--- config.mk ---
export PLATFORM = sky130hd
export DESIGN_NAME = elastic_pipe_chain
export DESIGN_NICKNAME = d
export VERILOG_FILES = /design/src/rtl/pipe_pkg.sv /design/src/rtl/pipe_slot.sv /design/src/rtl/elastic_pipe_chain.sv
export SDC_FILE = /design/constraint.sdc
export NUM_CORES = 1
export LEC_CHECK = 0
export CAP_MARGIN = 20
export CORE_MARGIN = 10
export CORE_UTILIZATION = 57
export DETAILED_ROUTE_END_ITERATION = 10
export DONT_BUFFER_PORTS = 1
export PLACE_DENSITY = 0.75
export SKIP_CTS_REPAIR_TIMING = 1
export SYNTH_ARGS = -nofsm -noshare
export SYNTH_HDL_FRONTEND = slang
export SYNTH_HIERARCHICAL = 1
export SYNTH_SLANG_ARGS = --single-unit
export TNS_END_PERCENT = 50
--- constraint.sdc ---
create_clock -name clk -period 2.7 [get_ports clk]
set_input_delay 0.54 -clock clk [delete_from_list [all_inputs] [get_ports clk]]
set_output_delay 0.54 -clock clk [all_outputs]
set_load 0.03 [all_outputs]
--- src/rtl/pipe_pkg.sv ---
// Shared types for the CPU pipeline register chain: the per-slot control bus layout
// and the bit positions of its fields.
package pipe_pkg;

    typedef struct packed {
        logic       mem_to_reg;
        logic       reg_write;
        logic       mem_write;
        logic       mem_read;
        logic       xfer_byte;
        logic [2:0] alu_op;
    } ctrl_t;

    localparam int CTRL_W = $bits(ctrl_t);

    localparam int ALU_OP_LSB     = 0;
    localparam int ALU_OP_MSB     = 2;
    localparam int XFER_BYTE_BIT  = 3;
    localparam int MEM_READ_BIT   = 4;
    localparam int MEM_WRITE_BIT  = 5;
    localparam int REG_WRITE_BIT  = 6;
    localparam int MEM_TO_REG_BIT = 7;

endpackage

--- src/rtl/pipe_slot.sv ---
// One pipeline slot: valid bit plus data/ctrl registers.
// Priority is flush > load > hold; a bubble always carries ctrl=0.
module pipe_slot
    import pipe_pkg::*;
#(
    parameter int DATA_W = 64,
    parameter int CTRL_W = pipe_pkg::CTRL_W
) (
    input  logic              clk,
    input  logic              reset_n,
    input  logic              load,
    input  logic              flush,
    input  logic              prev_valid,
    input  logic [DATA_W-1:0] prev_data,
    input  logic [CTRL_W-1:0] prev_ctrl,
    output logic              valid,
    output logic [DATA_W-1:0] data,
    output logic [CTRL_W-1:0] ctrl
);

    always_ff @(posedge clk or negedge reset_n) begin
        if (!reset_n) begin
            valid <= 1'b0;
            data  <= '0;
            ctrl  <= '0;
        end else if (flush) begin
            valid <= 1'b0;
            ctrl  <= '0;
        end else if (load) begin
            valid <= prev_valid;
            ctrl  <= prev_valid ? prev_ctrl : '0;
            if (prev_valid) begin
                data <= prev_data;
            end
        end
    end

endmodule

--- src/rtl/elastic_pipe_chain.sv ---
// N-stage elastic pipeline register chain with valid/ready back-pressure,
// per-slot flush and a registered occupancy count.
module elastic_pipe_chain
    import pipe_pkg::*;
#(
    parameter int STAGES = 3,
    parameter int DATA_W = 64,
    parameter int CTRL_W = pipe_pkg::CTRL_W
) (
    input  logic                            clk,
    input  logic                            reset_n,
    input  logic                            in_valid,
    output logic                            in_ready,
    input  logic [DATA_W-1:0]               in_data,
    input  logic [CTRL_W-1:0]               in_ctrl,
    input  logic [STAGES-1:0]               flush,
    output logic                            out_valid,
    input  logic                            out_ready,
    output logic [DATA_W-1:0]               out_data,
    output logic [CTRL_W-1:0]               out_ctrl,
    output logic [STAGES-1:0]               stage_valid,
    output logic [$clog2(STAGES+1)-1:0]     occupancy
);

    localparam int OCC_W = $clog2(STAGES + 1);

    logic              slot_valid [STAGES];
    logic [DATA_W-1:0] slot_data  [STAGES];
    logic [CTRL_W-1:0] slot_ctrl  [STAGES];
    logic              prev_valid [STAGES];
    logic [DATA_W-1:0] prev_data  [STAGES];
    logic [CTRL_W-1:0] prev_ctrl  [STAGES];
    logic [STAGES:0]   rdy;
    logic              accept;
    logic              xfer;
    logic [OCC_W-1:0]  dropped;
    logic [OCC_W-1:0]  occ;

    // Ready ripples from the output back to the input within one cycle.
    always_comb begin
        logic [STAGES:0] r;
        r = '0;
        r[STAGES] = out_ready;
        for (int unsigned i = 0; i < STAGES; i++) begin
            r[STAGES-1-i] = !slot_valid[STAGES-1-i] | r[STAGES-i];
        end
        rdy = r;
    end

    always_comb begin
        prev_valid[0] = in_valid;
        prev_data[0]  = in_data;
        prev_ctrl[0]  = in_ctrl;
        for (int unsigned i = 1; i < STAGES; i++) begin
            prev_valid[i] = slot_valid[i-1];
            prev_data[i]  = slot_data[i-1];
            prev_ctrl[i]  = slot_ctrl[i-1];
        end
    end

    for (genvar k = 0; k < STAGES; k++) begin : g_slot
        pipe_slot #(
            .DATA_W (DATA_W),
            .CTRL_W (CTRL_W)
        ) u_slot (
            .clk        (clk),
            .reset_n    (reset_n),
            .load       (rdy[k]),
            .flush      (flush[k]),
            .prev_valid (prev_valid[k]),
            .prev_data  (prev_data[k]),
            .prev_ctrl  (prev_ctrl[k]),
            .valid      (slot_valid[k]),
            .data       (slot_data[k]),
            .ctrl       (slot_ctrl[k])
        );
    end

    always_comb begin
        stage_valid = '0;
        for (int unsigned i = 0; i < STAGES; i++) begin
            stage_valid[i] = slot_valid[i];
        end
    end

    assign in_ready  = rdy[0];
    assign out_valid = slot_valid[STAGES-1];
    assign out_data  = slot_data[STAGES-1];
    assign out_ctrl  = out_valid ? slot_ctrl[STAGES-1] : '0;

    assign accept = in_valid & rdy[0];
    assign xfer   = out_valid & out_ready;

    // A flushed slot loses whatever it would have held next: the incoming
    // instruction when it loads, its own when it holds.
    always_comb begin
        dropped = '0;
        for (int unsigned i = 0; i < STAGES; i++) begin
            if (flush[i] && (rdy[i] ? prev_valid[i] : slot_valid[i])) begin
                dropped = dropped + OCC_W'(1);
            end
        end
    end

    always_ff @(posedge clk or negedge reset_n) begin
        if (!reset_n) begin
            occ <= '0;
        end else begin
            occ <= occ + OCC_W'(accept) - OCC_W'(xfer) - dropped;
        end
    end

    assign occupancy = occ;

    a_occ_matches_valid: assert property (
        @(posedge clk) disable iff (!reset_n)
        int'(occupancy) == $countones(stage_valid)
    );

    if (CTRL_W == $bits(ctrl_t)) begin : g_bubble_chk
        a_bubble_no_write: assert property (
            @(posedge clk) disable iff (!reset_n)
            !out_valid |-> (!out_ctrl[REG_WRITE_BIT] && !out_ctrl[MEM_WRITE_BIT])
        );
    end

endmodule

Word level (Yosys, flattened, before mapping)
Cells that the tools add are included.

Memories: 0. Bits in latches: 0. Input bits: 79. Register bits after elaboration: 221. Output and inout port bits: 79. ROM bits: 0. RAM bits: 0. Logic and storage cells: 54.

Reduce and logical (&&, ||, !) cells: 12. $lt $le $gt $ge: 0. $mul: 0. Divide/modulo/power cells: 0. Equality and inequality tests: 0. Shift operators: 0. Bitwise gates (word level): 8. $add $sub $neg: 5. Mux-type cells: 19.

Operator list (count): $mux W8 (10); $reduce_and A3 Y1 (3); $mux W1 (7); $reduce_bool A2 Y1 (3); $add A2 B1 Y2 const B (2); $mux W2 (2); $logic_and A1 B1 Y1 (3); $logic_not A1 Y1 (3); $not A1 Y1 (3); $or A1 B1 Y1 (3); $add A2 B1 Y2 (1); $and A1 B1 Y1 (2); $sub A2 B1 Y2 (1); $sub A2 B2 Y2 (1).

Longest topological paths before layout
Word-level depth: 12. Mapped depth: 12. Gate-level depth less buffers: 12.

Modules after synthesis
Netlist, hierarchy kept.

Modules (own cells, without submodules): pipe_slot (instances 3, area an instance 3105.5 µm², sequential area each 1826.8 µm², cells an instance 175); elastic_pipe_chain (instances 1, area an instance 320.3 µm², sequential area each 50.0 µm², cells an instance 36).

Worst setup path after synthesis
No wires, ideal clock.

Kind: register -> register. Start point: register g_slot[2].u_slot.valid. End point: register occ[1] (netlist: occupancy[1]). Buffers on the path: 0. Path slack: -176 ps. Cell stages (with the launch flop): 12. Arrival: 2751 ps. Data required time: 2575 ps. Library setup time: 125 ps. Period minus slack after synthesis: 2876 ps. Cells stage by stage: dfrtp_1 > and2b_2 > and3_2 > o21a_1 > ha_1 > xnor2_1 > fa_1 > inv_1 > ha_1 > xor2_1 > xnor2_1 > xnor2_1.

Cells in the longest elaborated chain, start to end: 12. Elaborated cells on any way between the ends: 20. Those cells by class: 5 x add/sub; 6 x mux; 5 x bitwise; 4 x reduce/logical.

RTL lines: start, declared (line pipe_slot.sv:16) `output logic valid,`; start signal, assigned (line pipe_slot.sv:30) `valid <= prev_valid;`; $logic_not A1 Y1 (line elastic_pipe_chain.sv:45) `r[STAGES-1-i] = !slot_valid[STAGES-1-i] | r[STAGES-i];`; $or A1 B1 Y1 (3 in a row) (line elastic_pipe_chain.sv:45); $mux W1; $logic_and A1 B1 Y1 (line elastic_pipe_chain.sv:99) `if (flush[i] && (rdy[i] ? prev_valid[i] : slot_valid[i])) begin`; $mux W1 (line elastic_pipe_chain.sv:99); $add A2 B1 Y2 (line elastic_pipe_chain.sv:100) `dropped = dropped + OCC_W'(1);`; $mux W2 (line elastic_pipe_chain.sv:99); $add A2 B1 Y2 (line elastic_pipe_chain.sv:100); $mux W2 (line elastic_pipe_chain.sv:99); $sub A2 B2 Y2 * (line elastic_pipe_chain.sv:109) `occ <= occ + OCC_W'(accept) - OCC_W'(xfer) - dropped;`; end signal, assigned (line elastic_pipe_chain.sv:109); end, declared (line elastic_pipe_chain.sv:37) `logic [OCC_W-1:0] occ;`.

Mark *: on every way between the ends. The rest lies on a longest branch, timed or not. A chain may end at the register's enable or synchronous reset.

Final worst setup path
Ends and elaborated chain as after synthesis.

==> insert_results.sql <==
INSERT INTO impl_metrics (metric_group, metric, value, unit) VALUES
('status', 'result_of_the_run', 'finished with violations', ''),
('status', 'violated_checks', 'hold timing', ''),
('placement', 'port-buffer-count', '0', ''),
('critical_path', 'worst_setup_path_start_kind', 'flip-flop', ''),
('yosys', 'synth_top_area_cell', 'sky130_fd_sc_hd__dfrtp_1', ''),
('detailed_routing', 'drt-initial-drc-count', '224', ''),
('sta', 'timing.fmax', '0.385', 'GHz'),
('detailed_routing', 'drt-vias-per-instance', '5.41', ''),
('cells_and_area', 'antennaDiodeCount', '0', ''),
('detailed_routing', 'routed-via-count', '4373', ''),
('detailed_routing', 'drt-total-wl', '17.5', 'mm'),
('clock_tree', 'htree_levels', '1', ''),
('floorplan', 'floorplan.core_area', '16600', 'µm²'),
('sta', 'max-slew-margin-rel', '75.0', '%'),
('floorplan', 'placementRows', '47', ''),
('floorplan', 'boundaryPins', '158', ''),
('sta', 'rsz_0062_raised_after_global_routing', 'false', ''),
('placement', 'dpl.cell_count', '764', ''),
('floorplan', 'dieArea', '22500', 'µm²'),
('clock_tree', 'root_buffer', 'sky130_fd_sc_hd__clkbuf_16', ''),
('yosys', 'synth_area_per_cell', '17.2', 'µm²'),
('cells_and_area', 'final_nets', '653', ''),
('job', 'drv.max_cap_violation_count', '0', ''),
('yosys', 'synth.top_cells.by_area', 'sky130_fd_sc_hd__dfrtp_1 57%, sky130_fd_sc_hd__mux2_4 28%, sky130_fd_sc_hd__buf_12 4.4%', ''),
('yosys', 'synth_flop_cell', 'sky130_fd_sc_hd__dfrtp_1', ''),
('critical_path', 'crit_arrival', '2.99', 'ns'),
('clock_tree', 'cts_tree', 'built', ''),
('sta', 'hold_viol', '221', ''),
('placement', 'dp_hpwl', '11.7', 'mm'),
('placement', 'placement.cell_area', '9610', 'µm²'),
('sta', 'minimum_clock_period', '2.60', 'ns'),
('floorplan', 'initial_utilization', '58.1', '%'),
('sta', 'final-max-slew-violation-count', '0', ''),
('yosys', 'synth-edff-count', '0', ''),
('floorplan', 'die_h', '150', 'µm'),
('critical_path', 'crit_fanout', '3', ''),
('yosys', 'post-synth-top-area-fraction', '57.4', '%'),
('yosys', 'mappedNetlistNets', '644', ''),
('floorplan', 'die_width', '150', 'µm'),
('pwr', 'design_power_total', '10.3', 'mW'),
('clock_tree', 'clk_pin_slew', '0.06', 'ns'),
('global_route', 'grt_first_pass_wirelength', '28.1', 'mm'),
('global_route', 'antenna_found_initial', '0', ''),
('critical_path', 'worstSetupPathType', 'flip-flop to flip-flop', ''),
('clock_tree', 'clk_path_buf_depth', '3', ''),
('global_route', 'globalRoute.totalOverflow', '0', ''),
('clock_tree', 'insertion_delay', '0.51', 'ns'),
('worst_hold_path', 'worst_hold_path_type', 'primary input to async pin', ''),
('critical_path', 'endpoint_kind', 'flip-flop', ''),
('cells_and_area', 'layoutNonFillerInstCount', '808', ''),
('clock_tree', 'cts.sink_count', '221', ''),
('pwr', 'peakVddDrop', '0.000541', 'V'),
('yosys', 'post_synth_instance_area', '9640', 'µm²'),
('global_route', 'grt_pass1_vias', '4822', ''),
('detailed_routing', 'residual_drc_count', '0', ''),
('yosys', 'yosys_warnings', '6', ''),
('placement', 'globalplace.congestion', '0.786', ''),
('cells_and_area', 'layout-drive-gt1-share', '45.6', '%'),
('sta', 'final_min_period_over_clock_period', '96.3', '%'),
('cells_and_area', 'area.growth.synth_to_final', '8.14', '%'),
('sta', 'report.final.setup_viol', '0', ''),
('pwr', 'p_leak', '5.18', 'nW'),
('yosys', 'synth.distinct_cells', '25', ''),
('detailed_routing', 'post_drt_wl_per_cell', '21.7', 'µm'),
('detailed_routing', 'drt-pass1-iter-count', '4', ''),
('cells_and_area', 'post_layout_util', '62.8', '%'),
('yosys', 'netlist_instances', '561', ''),
('critical_path', 'required', '3.09', 'ns'),
('cells_and_area', 'post-route-cell-area', '10400', 'µm²'),
('yosys', 'synth_most_common_cell', 'sky130_fd_sc_hd__dfrtp_1', ''),
('sta', 'finalHoldWorstSlack', '-0.273', 'ns');
through the flow:
step / TNS, ns / worst slack, ns
after CTS: -0.00737 / -0.00737
after floorplan: -0.0519 / -0.0519
final: 0 / 0.101
after global routing: 0 / 0.00518
after global placement: -0.0796 / -0.0796
after detailed placement: -0.161 / -0.161
where the power goes:
part	switching, mW	internal, mW	leakage [nW]
Combinational	0.341	1.12	2.11
Clock	1.27	1.91	0.388
Sequential	1.48	4.14	2.69
layout by cell type (no fill, tap or decap), types with 3 or more instances in the layout:
cell / n
sky130_fd_sc_hd__nand3b_4: 3
sky130_fd_sc_hd__nor2_1: 3
sky130_fd_sc_hd__clkbuf_1: 7
sky130_fd_sc_hd__buf_12: 6
sky130_fd_sc_hd__inv_1: 7
sky130_fd_sc_hd__clkbuf_8: 6
sky130_fd_sc_hd__nand2b_1: 24
sky130_fd_sc_hd__clkbuf_16: 24
sky130_fd_sc_hd__a21oi_1: 24
sky130_fd_sc_hd__clkinv_2: 4
sky130_fd_sc_hd__mux2_2: 12
sky130_fd_sc_hd__nand3_1: 24
sky130_fd_sc_hd__buf_4: 11
sky130_fd_sc_hd__and2_2: 9
sky130_fd_sc_hd__mux2i_1: 4
sky130_fd_sc_hd__mux2_4: 180
sky130_fd_sc_hd__dfrtp_1: 220
per-layer routing:
| metal | global-route usage (%) | vias to the layer above | wire (µm) |
|---|---|---|---|
| li1 | - | 1961 | - |
| met1 | 20.2 | 2264 | 7460 |
| met2 | 24.4 | 123 | 8390 |
| met3 | 5.16 | 25 | 1360 |
| met4 | 3.89 | 0 | 334 |
| met5 | 0 | - | 0 |
final timing paths:
path                                      startpoint  depth (start not counted)                   endpoint
min in group clk                            flush[0]                          1   g_slot[0].u_slot/ctrl[3]
hold reg to reg            g_slot[0].u_slot/data[13]                          1  g_slot[1].u_slot/data[13]
setup / recovery              g_slot[2].u_slot/valid                         12               occupancy[1]
max in group asynchronous                    reset_n                          0  g_slot[0].u_slot/data[22]
setup reg to reg              g_slot[2].u_slot/valid                         12               occupancy[1]
hold / removal                               reset_n                          0  g_slot[0].u_slot/data[45]
flip-flops by register name (all words and copies together), names as in the netlist:
| signal | count |
|---|---|
| g_slot.u_slot/valid | 3 |
| g_slot.u_slot/ctrl | 24 |
| occupancy | 2 |
| g_slot.u_slot/data | 192 |
area by class of cell:
class                   instances  area [µm²]
fillers                      1202        6160
inverters                       8        30.0
clock inverters                 7        75.1
clock buffers                  37         709
flip-flops and latches        221        5530
repair buffers                 17         203
well taps                     220         275
multi-input cells             298        3600
critical path, stage by stage, from the launching register on:
cell	delay, ns
sky130_fd_sc_hd__dfrtp_2	0.39
sky130_fd_sc_hd__and2b_2	0.21
sky130_fd_sc_hd__and2_4	0.17
sky130_fd_sc_hd__o21ai_4	0.17
sky130_fd_sc_hd__inv_2	0.07
sky130_fd_sc_hd__ha_4	0.24
sky130_fd_sc_hd__xnor2_2	0.13
sky130_fd_sc_hd__fa_1	0.48
sky130_fd_sc_hd__inv_1	0.04
sky130_fd_sc_hd__ha_2	0.16
sky130_fd_sc_hd__xor2_1	0.15
sky130_fd_sc_hd__xnor2_1	0.15
sky130_fd_sc_hd__xnor2_1	0.12
logic make-up after synthesis:
kind of cell / Yosys count / synth area share, %
DFF: 221 / 57.4
muxes: 196 / 29.9
and+or+nand+nor: 67 / 4.56
buffers and inverters: 42 / 5.65
AOI/OAI and AO/OA: 27 / 1.58
xor gates and xnor gates: 4 / 0.364
adders and majority gates: 4 / 0.597
Note: power is estimated with default switching activity, not from simulation.
